$ cat src/rtl/dmem_arb_defs.sv
// Shared definitions for the data-memory arbiter: owner-state encoding and owner ids.
package dmem_arb_defs;

  typedef enum logic [1:0] {
    S_IDLE     = 2'd0,
    S_CPU      = 2'd1,
    S_DBG      = 2'd2,
    S_DBG_LOCK = 2'd3
  } arb_state_e;

  // Owner ids double as bit positions in the two-way request/grant vectors.
  localparam logic OWN_CPU = 1'b0;
  localparam logic OWN_DBG = 1'b1;

endpackage

$ cat src/rtl/rr_pick2.sv
// Two-way round-robin picker; a forced requester wins when it is also requesting.
module rr_pick2
  import dmem_arb_defs::*;
(
  input  logic [1:0] req_i,
  input  logic       last_i,
  input  logic [1:0] force_i,
  output logic [1:0] gnt_o
);

  always_comb begin
    gnt_o = 2'b00;
    if (force_i[OWN_DBG] && req_i[OWN_DBG]) begin
      gnt_o = 2'b10;
    end else if (force_i[OWN_CPU] && req_i[OWN_CPU]) begin
      gnt_o = 2'b01;
    end else begin
      case (req_i)
        2'b01:   gnt_o = 2'b01;
        2'b10:   gnt_o = 2'b10;
        // Tie goes to whoever did not own the last granted beat.
        2'b11:   gnt_o = (last_i == OWN_DBG) ? 2'b01 : 2'b10;
        default: gnt_o = 2'b00;
      endcase
    end
  end

endmodule

$ cat src/rtl/dmem_arbiter.sv
// Shares the single-port data memory between the CPU memory stage and a debug/loader port,
// round-robin with a bounded debug lock; read data is registered back to the winner.
module dmem_arbiter
  import dmem_arb_defs::*;
#(
  parameter int unsigned DATA_WIDTH    = 32,
  parameter int unsigned ADDRESS_WIDTH = 4,
  parameter int unsigned MAX_BURST     = 4
) (
  input  logic                     clk,
  input  logic                     rst,

  input  logic                     cpu_req,
  input  logic                     cpu_we,
  input  logic [1:0]               cpu_size,
  input  logic                     cpu_sign_ext,
  input  logic [ADDRESS_WIDTH-1:0] cpu_addr,
  input  logic [DATA_WIDTH-1:0]    cpu_wdata,
  output logic                     cpu_stall,
  output logic                     cpu_rvalid,
  output logic [DATA_WIDTH-1:0]    cpu_rdata,

  input  logic                     dbg_req,
  input  logic                     dbg_we,
  input  logic [1:0]               dbg_size,
  input  logic                     dbg_sign_ext,
  input  logic [ADDRESS_WIDTH-1:0] dbg_addr,
  input  logic [DATA_WIDTH-1:0]    dbg_wdata,
  input  logic                     dbg_lock,
  output logic                     dbg_gnt,
  output logic                     dbg_rvalid,
  output logic [DATA_WIDTH-1:0]    dbg_rdata,

  output logic                     mem_we,
  output logic [1:0]               mem_size,
  output logic                     mem_sign_ext,
  output logic [ADDRESS_WIDTH-1:0] mem_addr,
  output logic [DATA_WIDTH-1:0]    mem_din,
  input  logic [DATA_WIDTH-1:0]    mem_dout
);

  localparam int unsigned CntW = $clog2(MAX_BURST + 1);
  localparam logic [CntW-1:0] BurstMax  = CntW'(MAX_BURST);
  // Staying locked needs burst_cnt + 1 < MAX_BURST, i.e. burst_cnt < MAX_BURST - 1.
  localparam logic [CntW-1:0] LockLimit = CntW'(MAX_BURST - 1);

  arb_state_e          state_q, state_d;
  logic                last_owner_q, last_owner_d;
  logic [CntW-1:0]     burst_cnt_q, burst_cnt_d;

  logic                lock_hold;
  logic                cpu_force;
  logic [1:0]          pick;
  logic                cpu_grant;
  logic                dbg_grant;
  logic                cpu_rd;
  logic                dbg_rd;

  logic                cpu_rvalid_q;
  logic                dbg_rvalid_q;
  logic [DATA_WIDTH-1:0] cpu_rdata_q;
  logic [DATA_WIDTH-1:0] dbg_rdata_q;

  // Dropping dbg_lock or dbg_req releases the lock in the same cycle.
  assign lock_hold = (state_q == S_DBG_LOCK) && dbg_req && dbg_lock &&
                     (burst_cnt_q < BurstMax);
  assign cpu_force = (burst_cnt_q >= BurstMax) && cpu_req;

  rr_pick2 u_pick (
    .req_i   ({dbg_req, cpu_req}),
    .last_i  (last_owner_q),
    .force_i ({lock_hold, cpu_force}),
    .gnt_o   (pick)
  );

  // Reset gates every grant combinationally so a write cannot commit while rst is low.
  assign cpu_grant = pick[OWN_CPU] & rst;
  assign dbg_grant = pick[OWN_DBG] & rst;
  assign cpu_rd    = cpu_grant & ~cpu_we;
  assign dbg_rd    = dbg_grant & ~dbg_we;

  assign cpu_stall = cpu_req & ~cpu_grant & rst;
  assign dbg_gnt   = dbg_grant;

  always_comb begin
    mem_we       = 1'b0;
    mem_size     = 2'b00;
    mem_sign_ext = 1'b0;
    mem_addr     = '0;
    mem_din      = '0;
    if (cpu_grant) begin
      mem_we       = cpu_we;
      mem_size     = cpu_size;
      mem_sign_ext = cpu_sign_ext;
      mem_addr     = cpu_addr;
      mem_din      = cpu_wdata;
    end else if (dbg_grant) begin
      mem_we       = dbg_we;
      mem_size     = dbg_size;
      mem_sign_ext = dbg_sign_ext;
      mem_addr     = dbg_addr;
      mem_din      = dbg_wdata;
    end
  end

  always_comb begin
    state_d      = S_IDLE;
    last_owner_d = last_owner_q;
    burst_cnt_d  = '0;
    if (dbg_grant) begin
      last_owner_d = OWN_DBG;
      if (dbg_lock && (burst_cnt_q < LockLimit)) begin
        state_d     = S_DBG_LOCK;
        burst_cnt_d = burst_cnt_q + 1'b1;
      end else begin
        state_d = S_DBG;
      end
    end else if (cpu_grant) begin
      state_d      = S_CPU;
      last_owner_d = OWN_CPU;
    end
  end

  always_ff @(posedge clk or negedge rst) begin
    if (!rst) begin
      state_q      <= S_IDLE;
      last_owner_q <= OWN_DBG;
      burst_cnt_q  <= '0;
    end else begin
      state_q      <= state_d;
      last_owner_q <= last_owner_d;
      burst_cnt_q  <= burst_cnt_d;
    end
  end

  always_ff @(posedge clk or negedge rst) begin
    if (!rst) begin
      cpu_rvalid_q <= 1'b0;
      dbg_rvalid_q <= 1'b0;
      cpu_rdata_q  <= '0;
      dbg_rdata_q  <= '0;
    end else begin
      cpu_rvalid_q <= cpu_rd;
      dbg_rvalid_q <= dbg_rd;
      if (cpu_rd) begin
        cpu_rdata_q <= mem_dout;
      end
      if (dbg_rd) begin
        dbg_rdata_q <= mem_dout;
      end
    end
  end

  assign cpu_rvalid = cpu_rvalid_q;
  assign dbg_rvalid = dbg_rvalid_q;
  assign cpu_rdata  = cpu_rdata_q;
  assign dbg_rdata  = dbg_rdata_q;

endmodule

$ cat config.mk
export PLATFORM = sky130hd
export DESIGN_NAME = dmem_arbiter
export DESIGN_NICKNAME = d
export VERILOG_FILES = /design/src/rtl/dmem_arb_defs.sv /design/src/rtl/rr_pick2.sv /design/src/rtl/dmem_arbiter.sv
export SDC_FILE = /design/constraint.sdc
export NUM_CORES = 1
export LEC_CHECK = 0
export ABC_AREA = 1
export BUFFER_PORTS_ARGS = -buffer_cell sky130_fd_sc_hd__buf_2
export CAP_MARGIN = 15
export CORE_UTILIZATION = 43
export DETAILED_ROUTE_END_ITERATION = 10
export GPL_TIMING_DRIVEN = 0
export PLACE_DENSITY = 0.8
export SYNTH_ARGS = -nofsm -noshare
export SYNTH_HDL_FRONTEND = slang
export SYNTH_HIERARCHICAL = 1
export SYNTH_SLANG_ARGS = --single-unit
$ cat constraint.sdc
create_clock -name clk -period 1.9 [get_ports clk]
set_input_delay 0.285 -clock clk [delete_from_list [all_inputs] [get_ports clk]]
set_output_delay 0.285 -clock clk [all_outputs]
set_load 0.02 [all_outputs]
==> results of run 1 <==
-- synth_stat cells, drive strengths merged --
master | n | area [um^2]
dfrtp | 71 | 1777
clkinv | 1 | 8.760
inv | 10 | 40.04
o21ai | 40 | 200.2
and3 | 1 | 7.510
nor2 | 9 | 66.32
dfstp | 1 | 26.28
nand3 | 3 | 15.01
clkbuf | 5 | 22.52
buf | 19 | 196.4
nand2 | 284 | 1106
nor3 | 1 | 5.000
ha | 1 | 12.51
-- kinds of logic (layout without fill, tap and decap cells) --
logic type                 count (synthesis)  count (layout)  synth area share (%)
and+or+nand+nor                          298             299                 34.45
DFF                                       72              72                 51.76
AOI/OAI and AO/OA                         40              40                 5.747
buffers and inverters                     35             296                 7.687
adders and majority gates                  1               1                0.3591
-- critical path: stages, from the launching register on --
cell and delay (ns):
dfrtp_1 0.41, nor3_2 0.17, inv_1 0.07, nand2_2 0.10
nor2_2 0.06, nor2_4 0.13, nand2_4 0.13, clkbuf_8 0.19
o21ai_2 0.18, buf_6 0.15
-- routing by layer --
layer  global-route usage [%]  vias up  routed length, um
li1                         -     1887                  -
met2                    54.60      236               6885
met1                    34.43     1945               5079
met3                    8.043       75               1015
met4                    17.71        0                824
met5                        0        -                  0
-- area by class of cell --
cell class / instances / area share [%]
clock buffer: 10 / 2.188
tap: 102 / 2.188
clock inverter: 6 / 1.159
inverter: 11 / 0.9225
sequential: 72 / 30.92
timing repair buffer: 245 / 27.76
buffer: 24 / 5.449
multi-input combinational: 340 / 29.41
-- power groups by stage --
stage          logic [W]  clock network, W  registers (W)
2_1_floorplan   0.000602                 0        0.00247
3_3_place_gp     0.00172                 0        0.00205
3_5_place_dp     0.00177                 0        0.00206
4_1_cts          0.00202           0.00123        0.00205
5_1_grt          0.00227           0.00131        0.00209
6_report         0.00213           0.00122        0.00205
-- what timing repair did --
item / in CTS / in global routing
gates resized for setup: 154 / 37
hold buffers: 4 / 0
gates cloned: 5 / 3
endpoints found under the hold margin: 28 / 0
buffers inserted: 5 / 4
pin swaps: 24 / 10
endpoints found under the setup margin: 42 / 72
-- worst min-delay path by stage --
stage                      to  slack, ns  cells after the start
2_1_floorplan  burst_cnt_q[0]      -0.01                      0
3_3_place_gp   burst_cnt_q[0]       0.44                      1
3_5_place_dp    cpu_rdata[14]       0.23                      1
4_1_cts          last_owner_q       0.04                      2
5_1_grt          last_owner_q       0.04                      2
6_report         last_owner_q       0.05                      2
-- sequential cells by signal, summed over array words and instances (netlist names) --
| register | flops |
|---|---|
| cpu_rdata | 32 |
| dbg_rdata | 32 |
| burst_cnt_q | 3 |
| state_q | 2 |
| cpu_rvalid | 1 |
| dbg_rvalid | 1 |
| last_owner_q | 1 |
-- stage by stage --
stage	setup WS (ns)	util, %	TNS [ns]
floorplan	-0.003800	-	-0.03040
global placement	-0.9477	60.92	-73.38
detailed placement	-0.3002	61.31	-6.281
global route	-0.3841	75.08	-14.78
finish	-0.3213	75.08	-10.62
CTS	-0.2898	72.47	-10.54
==> results by group, run 1 <==
Status
  • Outcome: finished with violations
  • Violated checks: setup timing

Power
  • Pleak: ~3.3 nW
  • Power per cell area: 927.4 mW/mm^2
  • Switching share of power: 39.17%
  • Clock power share: 22.6%
  • Peak VDD IR: ~0.00077 V
  • Logic pwr share: 39.4%
  • Reg power frac: 38.0%
  • P_int: 0.003290 W
  • Pwr Total: 0.005409 W
  • Switching power: ~0.0021 W

Yosys
  • Syn_nets: about 560
  • Syn avg cell area: around 7.8 um^2
  • Distinct cell type count after synthesis: 23
  • Register area share after synthesis: 51.76%
  • Cells after Synth: 446
  • Synthesized flop and latch total: 72
  • Mapped cell area: 0.003483 mm^2
  • Yosys warnings: 6

Timing
  • Fin worst setup slack: -0.3213 ns
  • Fin crit share: 116.9%
  • Worst hold slack: 0.05335 ns
  • Final slew viol count: 0
  • Final setup viols: 42
  • RSZ-0062 raised after global routing: true
  • Slew @ Worst Pin: 0.2462 ns
  • Final hold vios: 0
  • Min Clock Period, post-route: ~2.2 ns
  • Relative slew slack: 83.59%
  • Fmax achieved: roughly 0.45 GHz
  • Clock Skews: 0.005893 ns

Worst setup path
  • CP required: 1.62 ns
  • Startpoint types: flip-flop
  • Crit path DAT: 1.94 ns
  • Setup CP Type: flip-flop to primary output
  • Critical path endpoint: mem_din[22]
  • Reg2Reg Depth: 12
  • Worst flop-to-flop path endpoint: dbg_rdata[18]
  • Worst Setup End Kind: primary output
  • Worst reg2reg path startpoint: burst_cnt_q[2]
  • Reg-to-reg slack, setup: 0.03 ns
  • Max FO, Critical Path: 6
  • CP Launch Point: burst_cnt_q[2]

Routing
  • Pre-Repair DR Iteration Count: 5
  • Final wirelength: around 14 mm
  • Via Count: 4143
  • Via/cell ratio: ~5.1
  • Drc violations: 0
  • Avg WL per Cell: 17.04 um
  • Antenna Nets Post-Route: 0
  • DR iter-0 viols: 185

Clocking
  • Inserted Clock Buffers: 9
  • Worst-path clk slew: about 0.08 ns
  • TritonCTS Sinks: 72
  • Root Buffer: clkbuf_8
  • # H-tree levels: 3
  • TritonCTS clock tree: done
  • Maximum buffer depth of the clock tree: 2
  • Worst-Skew Late Latency: roughly 0.35 ns

Flow run
  • MaxCap Viol Count: 0

Cells and area
  • Fillcell total: 558
  • Reg area: 0.001803 mm^2
  • Layout area overhead: 67.42%
  • Multi-input gate area: roughly 0.0017 mm^2
  • Final Cell Area: between 0.005 and 0.006 mm^2
  • Commonest non-fill, non-tap cell in the layout: nand2_1
  • Nets: just over 800
  • Most frequent cells in the layout: nand2_1 (274), buf_2 (181), dfrtp_1 (71)
  • Layout cells sized above 1: about half
  • Non-Filler Instances: slightly above 800
  • Ant. Diodes: 0

Global route
  • Vias in the first global route: around 4000
  • Tot GR Track Use: 31.28%
  • First-pass GRT wire length: a little over 20 mm
  • Congestion Overflow GR: 0
  • Initial antenna violation count: 0
  • Largest net degree at the start of global routing: between 40 and 50

Placement
  • Global placement routability congestion: about 0.83
  • Placed Area: about 0.0048 mm^2
  • PortBufs: 224
  • Placed cells: slightly below 800
  • HPWL after DPL: 8.751 mm

Hold path
  • HP Class: input pin to async pin

Floorplan
  • I/O pin count: 225
  • Effective utilization at floorplan: 44.85%
  • Die area: ~0.0085 mm^2
  • Die H: 92.01 um
  • Die span in x: 92.01 um
  • Core ar.: 0.007767 mm^2
  • Row cnt: 32
(Power assumes the default switching activity.)
==> inputs of run 2 (changes only) <==
Settings changed: CORE_ASPECT_RATIO from default to 0.5.
==> run 2 against run 1 <==
Net effect:
- the run ends with hold timing, setup timing left
- core utilization up 1.7 points
- count of clock-buffer cells in the layout up 1
- global-route usage down 4.7 points
- first-iteration DRC count up 34%
- critical path depth unchanged
- setup slack better by 0.096 ns
- final cell count up 0.74%
- via count down 6.4%
- die area up 0.26%
- wire length down 15%
- non-clock buffer count unchanged
- critical endpoint is now mem_din[28]
==> results by group, run 2 (synthesis results as in run 1) <==
Routing
  • Drc violations: 0
  • Via/cell ratio: 4.754
  • DR iter-0 viols: 248
  • Avg WL per Cell: 14.39 um
  • Antenna Nets Post-Route: 0
  • Via Count: 3879
  • Final wirelength: 11.74 mm
  • Pre-Repair DR Iteration Count: 4

Worst setup path
  • Crit path largest cell delay: 0.40 ns
  • Setup CP Type: flip-flop to primary output
  • Crit path DAT: around 1.8 ns
  • Slowest cell on the critical path: dfrtp_1
  • Startpoint types: flip-flop
  • Max FO, Critical Path: 5
  • CP cell instances: nor3_2 -> inv_1 -> nand2_2 -> nor2_2 -> nor2_4 -> nand2_4 -> clkbuf_16 -> o21ai_4 -> buf_6
  • Worst Setup End Kind: primary output
  • CP required: 1.62 ns

Cells and area
  • Multi-input gate area: between 0.0015 and 0.002 mm^2
  • Nets: 821
  • Non-Filler Instances: 816
  • Commonest non-fill, non-tap cell in the layout: nand2_1
  • Ant. Diodes: 0
  • Fillcell total: 521
  • Most frequent cells in the layout: nand2_1 (274), buf_2 (182), dfrtp_1 (71)
  • Layout area overhead: 66.85%
  • Layout Utilization: 76.78%
  • Reg area: 0.001803 mm^2
  • Layout cells sized above 1: 47.03%

Timing
  • Final slew viol count: 0
  • Clock Skews: 0.007275 ns
  • Fin worst setup slack: -0.2250 ns
  • Slew @ Worst Pin: 0.5565 ns
  • Min Clock Period, post-route: approximately 2.1 ns
  • Final hold vios: 51
  • Post-route setup TNS: -7.885 ns
  • RSZ-0062 raised after global routing: true
  • Fmax achieved: 0.4706 GHz
  • Fin crit share: 111.8%
  • Relative slew slack: 62.77%
  • Worst hold slack: -0.03696 ns
  • Final setup viols: 46

Power
  • Reg power frac: between 30% and 40%
  • Power per cell area: about 1000 mW/mm^2
  • Clock power share: between 30% and 40%
  • Pleak: 3.325 nW
  • P_int: 0.003996 W
  • Logic pwr share: 33.4%
  • Peak VDD IR: 0.0007107 V
  • Switching power: 0.002021 W
  • Switching share of power: between 30 and 40%

Global route
  • Initial antenna violation count: 0
  • Congestion Overflow GR: 0
  • First-pass GRT wire length: 17.23 mm
  • Largest net degree at the start of global routing: 68
  • Tot GR Track Use: 26.62%
  • Vias in the first global route: between 3000 and 4000

Floorplan
  • Core ar.: 0.007570 mm^2
  • Die span in x: approximately 130 um
  • Die H: roughly 66 um
  • I/O pin count: roughly 230
  • Row cnt: 22
  • Die area: approximately 0.0085 mm^2
  • Effective utilization at floorplan: between 40% and 50%

Clocking
  • # H-tree levels: 3
  • Worst-path clk slew: 0.06 ns
  • TritonCTS clock tree: done
  • TritonCTS Sinks: between 70 and 80
  • Root Buffer: clkbuf_16
  • Worst-Skew Late Latency: between 0.3 and 0.4 ns
  • Inserted Clock Buffers: 9
  • Maximum buffer depth of the clock tree: 2

Status
  • Outcome: finished with violations
  • Violated checks: hold timing, setup timing

Placement
  • HPWL after DPL: 7.666 mm
  • PortBufs: 224
  • Global placement routability congestion: 0.7923
  • Placed cells: 779

Hold path
  • HP Class: input pin to async pin

Flow run
  • MaxCap Viol Count: 0
[run 2: changes by cell type in the layout (fill, tap and decap cells not counted), sizes merged]
cell         change
inv              -2
bufinv           +2
clkbuf           -1
dlygate4sd3      +1
buf              +1
clkinvlp         -1
[run 2: worst paths after layout]
path	cells after the start	slack, ns	endpoint	start
setup / recovery	9	-0.22	mem_din[28]	burst_cnt_q[2]
hold / removal	2	-0.04	cpu_rdata[10]	rst
setup reg to reg	15	-0.10	burst_cnt_q[0]	burst_cnt_q[2]
hold reg to reg	2	0.46	dbg_rdata[27]	dbg_rdata[27]
max in group asynchronous	3	0.69	cpu_rdata[19]	rst
min in group clk	3	0.18	dbg_rdata[14]	mem_dout[14]
[run 2: layout make-up]
| class | instances | area share, % |
|---|---|---|
| timing repair buffer | 245 | 26.35 |
| multi-input combinational | 340 | 27.86 |
| tap | 108 | 2.325 |
| sequential | 72 | 31.02 |
| inverter | 11 | 0.9257 |
| clock inverter | 5 | 1.765 |
| clock buffer | 11 | 4.349 |
| buffer | 24 | 5.404 |
[run 2: through the flow]
stage	hold WS, ns	area, um^2	worst slack, ns	power (W)
after floorplan	-0.01059	3483	-0.003800	0.003076
after global placement	0.4460	4740	-0.9705	0.003758
after detailed placement	0.1256	4770	-0.1817	0.003798
after CTS	-0.01674	5527	-0.2106	0.005926
after global routing	-0.03212	5812	-0.3173	0.006322
final	-0.03696	5812	-0.2250	0.006017
[run 2: layer usage]
| metal | vias to the layer above | wire [um] | GRT usage (%) |
|---|---|---|---|
| li1 | 1887 | - | - |
| met1 | 1845 | 4603 | 30.50 |
| met2 | 124 | 6176 | 49.33 |
| met3 | 23 | 714 | 5.700 |
| met4 | 0 | 246 | 9.853 |
| met5 | - | 0 | 0 |
[run 2: what timing repair did]
item / CTS / global route
hold endpoints to repair: 8 / 12
gates cloned: 1 / 5
hold buffers: 1 / 1
endpoints found under the setup margin: 42 / 61
setup buffers: 11 / 2
gates resized for setup: 104 / 52
pin swaps: 4 / 9
[run 2: power groups by stage]
| stage | clock, W | combinational [W] | sequential, W |
|---|---|---|---|
| floorplan | 0 | 0.000602 | 0.00247 |
| global placement | 0 | 0.00171 | 0.00205 |
| detailed placement | 0 | 0.00174 | 0.00206 |
| CTS | 0.00198 | 0.00190 | 0.00204 |
| global route | 0.00206 | 0.00217 | 0.00209 |
| finish | 0.00195 | 0.00201 | 0.00205 |
[run 2: worst max-delay path, delay by kind of cell (launching register included)]
family          cells  cell delay, ns
flops               1            0.40
buf+inv             3            0.40
compound gates      1            0.16
simple gates        5            0.54
